<file path="src/rtl/tfe_pkg.sv">
// Shared types and constants for the TFE ingress scheduler slice.
package tfe_pkg;

  localparam int unsigned TUPLE_W     = 104;
  localparam int unsigned FEAT_W      = 256;
  localparam int unsigned HASH_W      = 16;
  localparam int unsigned TFE_LAT_DEF = 4;
  localparam int unsigned GAP_W       = 4;

  typedef enum logic {
    IDLE = 1'b0,
    GAP  = 1'b1
  } state_t;

  typedef struct packed {
    logic [TUPLE_W-1:0] tuple;
    logic [FEAT_W-1:0]  feature;
  } pkt_t;

endpackage

</file>
<file path="src/rtl/tfe_rr_arbiter.sv">
// Combinational round-robin grant: first request searching upward from ptr+1, wrapping.
module tfe_rr_arbiter #(
  parameter int unsigned N     = 4,
  parameter int unsigned IDX_W = 2
) (
  input  logic [N-1:0]     req,
  input  logic [IDX_W-1:0] ptr,
  input  logic             en,
  output logic [N-1:0]     grant,
  output logic [IDX_W-1:0] grant_idx
);

  int unsigned      idx;
  logic [IDX_W-1:0] sel;
  logic             found;

  always_comb begin
    grant     = '0;
    grant_idx = '0;
    found     = 1'b0;
    idx       = 0;
    sel       = '0;
    if (en) begin
      for (int unsigned i = 1; i <= N; i++) begin
        idx = (32'(ptr) + i) % N;
        sel = IDX_W'(idx);
        if (!found && req[sel]) begin
          found      = 1'b1;
          grant[sel] = 1'b1;
          grant_idx  = sel;
        end
      end
    end
  end

endmodule

</file>
<file path="src/rtl/tfe_ingress_sched.sv">
// Round-robin scheduler sharing one TFE between ingress ports, with issue-gap
// enforcement and a source-port tag line aligned to TFE result latency.
module tfe_ingress_sched
  import tfe_pkg::*;
#(
  parameter int unsigned NUM_PORTS = 4,
  parameter int unsigned PORT_W    = 2,
  parameter int unsigned TFE_LAT   = TFE_LAT_DEF,
  parameter int unsigned ISSUE_GAP = 0,
  parameter int unsigned CNT_W     = 4
) (
  input  logic                           clk,
  input  logic                           rst_n,
  input  logic                           en,
  input  logic                           stall,
  input  logic [NUM_PORTS-1:0]           req_valid,
  input  logic [NUM_PORTS*TUPLE_W-1:0]   req_tuple,
  input  logic [NUM_PORTS*FEAT_W-1:0]    req_feature,
  output logic [NUM_PORTS-1:0]           req_ready,
  output logic [TUPLE_W-1:0]             tfe_ip_tuple,
  output logic [FEAT_W-1:0]              tfe_raw_feature,
  output logic                           tfe_ip_valid,
  output logic [PORT_W-1:0]              tag_port,
  output logic                           tag_valid,
  output logic [CNT_W-1:0]               in_flight
);

  state_t               state;
  logic [GAP_W-1:0]     gap_cnt;
  logic [PORT_W-1:0]    rr_ptr;
  logic [PORT_W-1:0]    grant_idx;
  logic [NUM_PORTS-1:0] grant;
  logic                 eligible_c;
  logic                 transfer_c;
  pkt_t                 pkt_sel;

  logic                 tag_v_q [TFE_LAT];
  logic [PORT_W-1:0]    tag_p_q [TFE_LAT];

  assign eligible_c = en & ~stall & (state == IDLE) & (|req_valid);

  tfe_rr_arbiter #(
    .N     (NUM_PORTS),
    .IDX_W (PORT_W)
  ) u_arb (
    .req       (req_valid),
    .ptr       (rr_ptr),
    .en        (eligible_c),
    .grant     (grant),
    .grant_idx (grant_idx)
  );

  assign req_ready        = grant;
  assign transfer_c       = |(req_valid & grant);
  assign pkt_sel.tuple    = req_tuple[32'(grant_idx)*TUPLE_W +: TUPLE_W];
  assign pkt_sel.feature  = req_feature[32'(grant_idx)*FEAT_W +: FEAT_W];

  // Issue register and gap FSM; gap_cnt runs regardless of en/stall.
  always_ff @(posedge clk or negedge rst_n) begin
    if (!rst_n) begin
      state           <= IDLE;
      gap_cnt         <= '0;
      rr_ptr          <= PORT_W'(NUM_PORTS - 1);
      tfe_ip_valid    <= 1'b0;
      tfe_ip_tuple    <= '0;
      tfe_raw_feature <= '0;
    end else begin
      tfe_ip_valid <= transfer_c;
      if (transfer_c) begin
        rr_ptr          <= grant_idx;
        tfe_ip_tuple    <= pkt_sel.tuple;
        tfe_raw_feature <= pkt_sel.feature;
      end
      case (state)
        IDLE: begin
          if (transfer_c && (ISSUE_GAP > 0)) begin
            state   <= GAP;
            gap_cnt <= GAP_W'(ISSUE_GAP);
          end
        end
        GAP: begin
          gap_cnt <= gap_cnt - GAP_W'(1);
          if (gap_cnt == GAP_W'(1)) state <= IDLE;
        end
        default: state <= IDLE;
      endcase
    end
  end

  // Tag line fed from the issue register so the last stage lines up with o_hash_valid.
  always_ff @(posedge clk or negedge rst_n) begin
    if (!rst_n) begin
      for (int unsigned i = 0; i < TFE_LAT; i++) begin
        tag_v_q[i] <= 1'b0;
        tag_p_q[i] <= '0;
      end
    end else begin
      tag_v_q[0] <= tfe_ip_valid;
      tag_p_q[0] <= rr_ptr;
      for (int unsigned i = 1; i < TFE_LAT; i++) begin
        tag_v_q[i] <= tag_v_q[i-1];
        tag_p_q[i] <= tag_p_q[i-1];
      end
    end
  end

  assign tag_valid = tag_v_q[TFE_LAT-1];
  assign tag_port  = tag_p_q[TFE_LAT-1];

  // Outstanding-result counter, saturating at both ends.
  always_ff @(posedge clk or negedge rst_n) begin
    if (!rst_n) begin
      in_flight <= '0;
    end else begin
      case ({tfe_ip_valid, tag_valid})
        2'b10: if (in_flight != '1) in_flight <= in_flight + CNT_W'(1);
        2'b01: if (in_flight != '0) in_flight <= in_flight - CNT_W'(1);
        default: ;
      endcase
    end
  end

endmodule

</file>
<file path="config.mk">
export PLATFORM = sky130hd
export DESIGN_NAME = tfe_ingress_sched
export DESIGN_NICKNAME = d
export VERILOG_FILES = /design/src/rtl/tfe_pkg.sv /design/src/rtl/tfe_rr_arbiter.sv /design/src/rtl/tfe_ingress_sched.sv
export SDC_FILE = /design/constraint.sdc
export NUM_CORES = 2
export LEC_CHECK = 0
export ABC_AREA = 1
export CAP_MARGIN = 15
export CORE_AREA = 2 2 707 709
export DETAILED_ROUTE_END_ITERATION = 10
export DIE_AREA = 0 0 709 711
export HOLD_SLACK_MARGIN = 0.03
export PLACE_DENSITY = 0.35
export SLEW_MARGIN = 20
export SYNTH_ARGS = -nofsm -noshare
export SYNTH_HDL_FRONTEND = slang
export SYNTH_SLANG_ARGS = --single-unit
</file>
<file path="constraint.sdc">
create_clock -name clk -period 3.9 [get_ports clk]
set_clock_uncertainty 0.2 [all_clocks]
set_input_delay 0.78 -clock clk [delete_from_list [all_inputs] [get_ports clk]]
set_output_delay 0.78 -clock clk [all_outputs]
set_load 0.05 [all_outputs]
</file>
# After elaboration in Yosys (flattened, before gate mapping)
# Index checks and enable logic that the tools add are counted.
[word_totals]
out_inout_bits = 372
in_bits = 1448
ff_bits = 384
[classes]
addsub = 7
n_reduce_logical = 15
n_eq_ne = 6
bitwise = 9
magnitude_cmp = 8
muxes = 40
mul = 1
shifts = 2
[ops]
columns = ["op", "count"]
rows = [
  ["1024-bit by 11-bit indexed part select with 256-bit output", 1],
  ["416-bit by 10-bit indexed part select with 104-bit output", 1],
  ["4-bit 2-to-1 mux", 10],
  ["1-bit 2-to-1 mux", 16],
  ["2-bit by 3-bit less-than comparator with 1-bit output (second input constant)", 4],
  ["4-bit OR", 3],
  ["2-bit 2-to-1 mux", 5],
  ["1-bit binary-select mux with 2-bit select", 4],
  ["1-bit demux with 2-bit select", 4],
  ["2-bit by 1-bit greater-or-equal comparator with 1-bit output (second input constant)", 4],
  ["4-bit case mux with 2 select lines", 1],
  ["4-bit OR reduction", 2],
  ["4-bit by 1-bit subtractor with 4-bit output (second input constant)", 2],
  ["1-bit logical AND", 7],
  ["2-bit by 4-bit multiplier with 6-bit output (second input constant)", 1],
  ["2-bit by 1-bit adder with 2-bit output (second input constant)", 2],
  ["2-bit adder (second input constant)", 2],
  ["4-bit by 1-bit adder with 4-bit output (second input constant)", 1],
  ["4-bit AND", 1],
  ["4-bit by 1-bit equality test with 1-bit output (second input constant)", 1],
  ["2-bit != test (second input constant)", 2],
  ["4-bit != test (second input constant)", 1],
  ["4-bit nonzero test", 1],
  ["1-bit AND", 3],
  ["6 further kinds", 9],
]

# Depth between registers and ports, before layout
[depth]
depth_word = 19
mapped_depth = 19

# Hierarchy
# A second synthesis with hierarchy kept.
[hier_totals]
cells_unflattened = 4115
hier_area_um2 = 25675.9
[modules_own_cells]
columns = ["mod", "n_inst", "cells_per_inst", "area_each_um2"]
rows = [
  ["tfe_ingress_sched", 1, 4024, 25146.6],
  ["tfe_rr_arbiter", 1, 91, 529.3],
]

# Worst setup path before layout
# Ideal clock, no wire load.
[synth_path]
kind = "input to output"
from = "input stall"
to = "output req_ready[0]"
t_arrival_ns = 2.405
cell_stages = 8
path_buffers = 3
slack_ns = 0.515
cell_sequence = "nor2_1 -> nand2_1 -> a31oi_2 -> buf_2 -> clkbuf_1 -> clkbuf_1 -> nand2_1 -> inv_1"
[synth_between]
elab_chain_cells = 5
[synth_lines]
columns = ["item", "line_no", "text"]
rows = [
  ["start, declared", "tfe_ingress_sched.sv:15", "input logic stall,"],
  ["1-bit NOT", "tfe_ingress_sched.sv:40", "assign eligible_c = en & ~stall & (state == IDLE) & (|req_valid);"],
  ["1-bit AND (3 in a row)", "tfe_ingress_sched.sv:40", ""],
  ["4-bit 2-to-1 mux", "tfe_rr_arbiter.sv:23", "if (en) begin"],
  ["end, declared", "tfe_ingress_sched.sv:19", "output logic [NUM_PORTS-1:0] req_ready,"],
]
# Every way passes these cells.

# Final worst setup path
[layout_path]
from = "register rr_ptr[0]"
to = "output req_ready[0]"
[layout_between]
elab_chain_cells = 17
[layout_lines]
columns = ["item", "line_no", "text"]
rows = [
  ["start, declared", "tfe_ingress_sched.sv:30", "logic [PORT_W-1:0] rr_ptr;"],
  ["start signal, assigned", "tfe_ingress_sched.sv:63", "rr_ptr <= PORT_W'(NUM_PORTS - 1);"],
  ["start signal, assigned", "tfe_ingress_sched.sv:70", "rr_ptr <= grant_idx;"],
  ["parallel branches: the longest is 15 deep, another holds 2-bit by 3-bit less-than comparator with 1-bit output", "--", ""],
  ["4-bit 2-to-1 mux (*)", "tfe_rr_arbiter.sv:27", "if (!found && req[sel]) begin"],
  ["4-bit 2-to-1 mux (*)", "tfe_rr_arbiter.sv:23", ""],
]
# Every way passes the cells marked *. The select of a mux whose other input is x is not followed.

==> out/metrics.cfg <==
[timing]
worst_pin_slew_ns = 1.11
finalSetupViolCount = 0
final-max-slew-violation-count = 0
period_share_pct = 96.2
min_period_ns = 3.75
fmax_mhz = 267
rsz0062_at_grt = true
worst_slew_margin_rel_pct = 25.7
setup_ws_ns = 0.150
fin_setup_tns_ns = 0
hold_viol_final = 0

[route]
first_iter_violations = 3992
vias = 48900
via_per_inst = 3.32
drt_wl_total_um = 411000
drt_first_pass_iters = 6
routedWlPerCell_um = 27.9
ant_nets = 0
remaining_drc_errors = 0

[worst_setup_path]
worst_r2r_path_depth = 19
cp-end-kind = output pin
ff2ff_setup_slack_ns = 0.27
cp-start-kind = flop
crit_fanout = 4
worst_ep_required_time_ns = 2.92
path_class = flop to output pin
r2r-end = tfe_raw_feature[87]$_DFFE_PN0P_
arrival_ns = 2.77
r2r_start = rr_ptr[0]$_DFFE_PN1P_

[worst_hold_path]
worstHoldStart = tag_v_q[2]$_DFF_PN0_
worstHoldPathCells = 0
hold_end = tag_v_q[1]$_DFF_PN0_
min_path_type = flop to flop

[clock_tree]
cts_buffers = 72
cts_max_path_buffers = 4
clkSlewWorstSetupHoldPaths_ns = 0.05
clock_latency_ns = 0.82
clock_sinks = 384
cts_tree = done
cts-htree-levels = 3
root_buffer = clkbuf_16

[cells_and_area]
regArea_mm2 = 0.00961
finish.instance_area_mm2 = 0.0664
syn_to_final_growth_pct = 92.4
drive_gt1_share_pct = 9.07
multi_input_area_mm2 = 0.0172
n_fill_cell = 58000
fin_nets = 9408

[yosys]
syn-mean-instance-area_um2 = 5.69
syn-num-nets = 7521
synthTopCellsByCount = 2204 x nand2_1, 1459 x inv_1, 741 x nand3_1, 726 x nand4_1, 382 x dfrtp_1
ys_warn_count = 0
synth_top_area_cell = dfrtp_1
yosys-top-cells-area = dfrtp_1 28%, nand2_1 24%, inv_1 16%
seq_area_frac_synth_pct = 27.9
yosys.area.top_type_share_pct = 27.7
postSynth.asyncResetShare_pct = 100
yosysUniqueCellTypes = 32
synth_edf_count = 0
netlist_area_mm2 = 0.0345
synth.most_common_cell = nand2_1
synth_ff_type = dfrtp_1
synth_seq_cells = 384
syn_inst = 6060

[status]
status = complete, no violations

[floorplanning]
initial_utilization_pct = 6.95
dieWidth_um = 709
rows = 259
die-height_um = 711
core-area_mm2 = 0.496
io-pin-count = 1820
die_area_mm2 = 0.504

[global_route]
grt_pass1_wl_um = 516000
antenna_found_initial = 275
grt_max_degree = 71
grt_pass1_vias = 47700
grtUsageTotal_pct = 15.7
grt_overflow = 0

[placed_design]
hpwlAfterDp_um = 362000
io_buffers = 1819
place_area_mm2 = 0.0635
place_ws_ns = -0.568
gp_congestion = 0.963

[power]
p_per_area_mw_per_mm2 = 799
switching_share_pct = 59.2
seqPwrFrac_pct = 13.9
power.leakage_nw = 33.1
p_clk_share_pct = 13.2
peakVddDrop_mv = 0.589
p_sw_mw = 31.4
p_comb_share_pct = 72.9
p_int_mw = 21.6

[run]
drv_cap = 0

==> cells in the final DEF, fill, tap and decap left out, types with 3 or more instances in the layout <==
master / count
bufinv_16: 10
nand2_2: 10
xor2_1: 5
clkbuf_16: 72
nand3_2: 9
inv_2: 7
nand4_1: 726
buf_8: 3
inv_1: 1454
diode_2: 89
nor2_4: 3
nand3_1: 732
ha_1: 11
clkinv_4: 4
buf_12: 115
buf_6: 3
clkbuf_8: 11
a21boi_0: 3
a21oi_4: 3
nand2_1: 2193
a21oi_1: 4
buf_4: 439
clkinv_2: 9
clkinvlp_4: 3
nor2_1: 7
clkdlybuf4s50_1: 1731
nand2_4: 5
dfrtp_1: 382
clkbuf_1: 9
nand2_8: 3
==> final cells by class <==
cell class | instances | area share [%]
timing repair buffer | 2294 | 34.7
multi-input combinational | 3732 | 26.0
sequential | 384 | 14.5
tap | 6655 | 12.5
inverter | 1463 | 8.28
clock buffer | 92 | 2.99
clock inverter | 29 | 0.679
antenna | 89 | 0.336
==> through the flow <==
stage          instances  utilization (%)  hold slack (ns)  total power, mW
3_5_place_dp       14500             12.8            0.136             46.1
3_3_place_gp       14500             12.8            0.132             46.4
6_report           14700             13.4            0.144             53.0
4_1_cts            14600             13.3            0.147             53.8
5_1_grt            14700             13.3            0.151             56.1
2_1_floorplan       6060                -            0.131             25.4
==> registers in the layout, summed over array words and instances, names as in the netlist <==
register,cells
tfe_raw_feature,256
tfe_ip_tuple,104
tag_p_q,6
gap_cnt,4
in_flight,4
tag_v_q,3
rr_ptr,2
tag_port,2
state,1
tag_valid,1
tfe_ip_valid,1
==> power groups by stage <==
stage | clock network (mW) | registers (mW) | logic (mW)
2_1_floorplan | 0 | 12.9 | 12.5
6_report | 7.01 | 7.35 | 38.6
3_5_place_dp | 0 | 7.38 | 38.8
3_3_place_gp | 0 | 7.46 | 38.9
4_1_cts | 7.33 | 7.39 | 39.1
5_1_grt | 7.41 | 7.56 | 41.1
==> worst max path at each step <==
| stage | start | endpoint | slack [ns] | cells after the start |
|---|---|---|---|---|
| 3_3_place_gp | req_valid[2] | tfe_raw_feature[141]$_DFFE_PN0P_ | -0.54 | 18 |
| 4_1_cts | rr_ptr[0]$_DFFE_PN1P_ | req_ready[1] | -0.002 | 13 |
| 5_1_grt | rr_ptr[0]$_DFFE_PN1P_ | req_ready[0] | -0.006 | 13 |
| 6_report | rr_ptr[0]$_DFFE_PN1P_ | req_ready[0] | 0.15 | 13 |
| 3_5_place_dp | req_valid[2] | tfe_raw_feature[123]$_DFFE_PN0P_ | -0.57 | 18 |
| 2_1_floorplan | stall | req_ready[0] | 0.51 | 8 |
==> cells by family (layout without fill, tap and decap cells) <==
family / Yosys count / in the layout / share of synthesized area, %
xor+xnor: 6 / 6 / 0.152
other cells: 0 / 89 / 0
simple gates: 3693 / 3693 / 48.3
fa+ha+maj: 13 / 13 / 0.493
buf+inv: 1944 / 3878 / 22.8
flops: 384 / 384 / 27.9
compound gates: 20 / 20 / 0.366
==> critical path, cell delays in order (launching register included) <==
cell and delay (ns):
dfstp_2 0.56, inv_4 0.05, ha_4 0.29, inv_4 0.05
nand2_4 0.07, nand2_4 0.06, buf_4 0.14, nor2_4 0.22
a21oi_4 0.09, nand3_2 0.08, buf_4 0.11, nand2_2 0.06
inv_2 0.07, buf_12 0.13
==> repair_timing <==
item	CTS	global route
resized for setup	37	9
hold endpoints to repair	24	0
cloned	0	0
endpoints found under the setup margin	4	4
pin swaps	7	11
hold buffers	1	0
buffers inserted	8	3
==> metal layers <==
layer / track usage [%] / part of all wire (%) / vias up
met3: 8.66 / 13 / 657
met5: 0 / 0.25 / -
met4: 4.42 / 3.4 / 152
li1: - / - / 22500
met2: 25.1 / 45 / 2142
met1: 17.7 / 38 / 23400
Power figures use the tool's default switching activity.
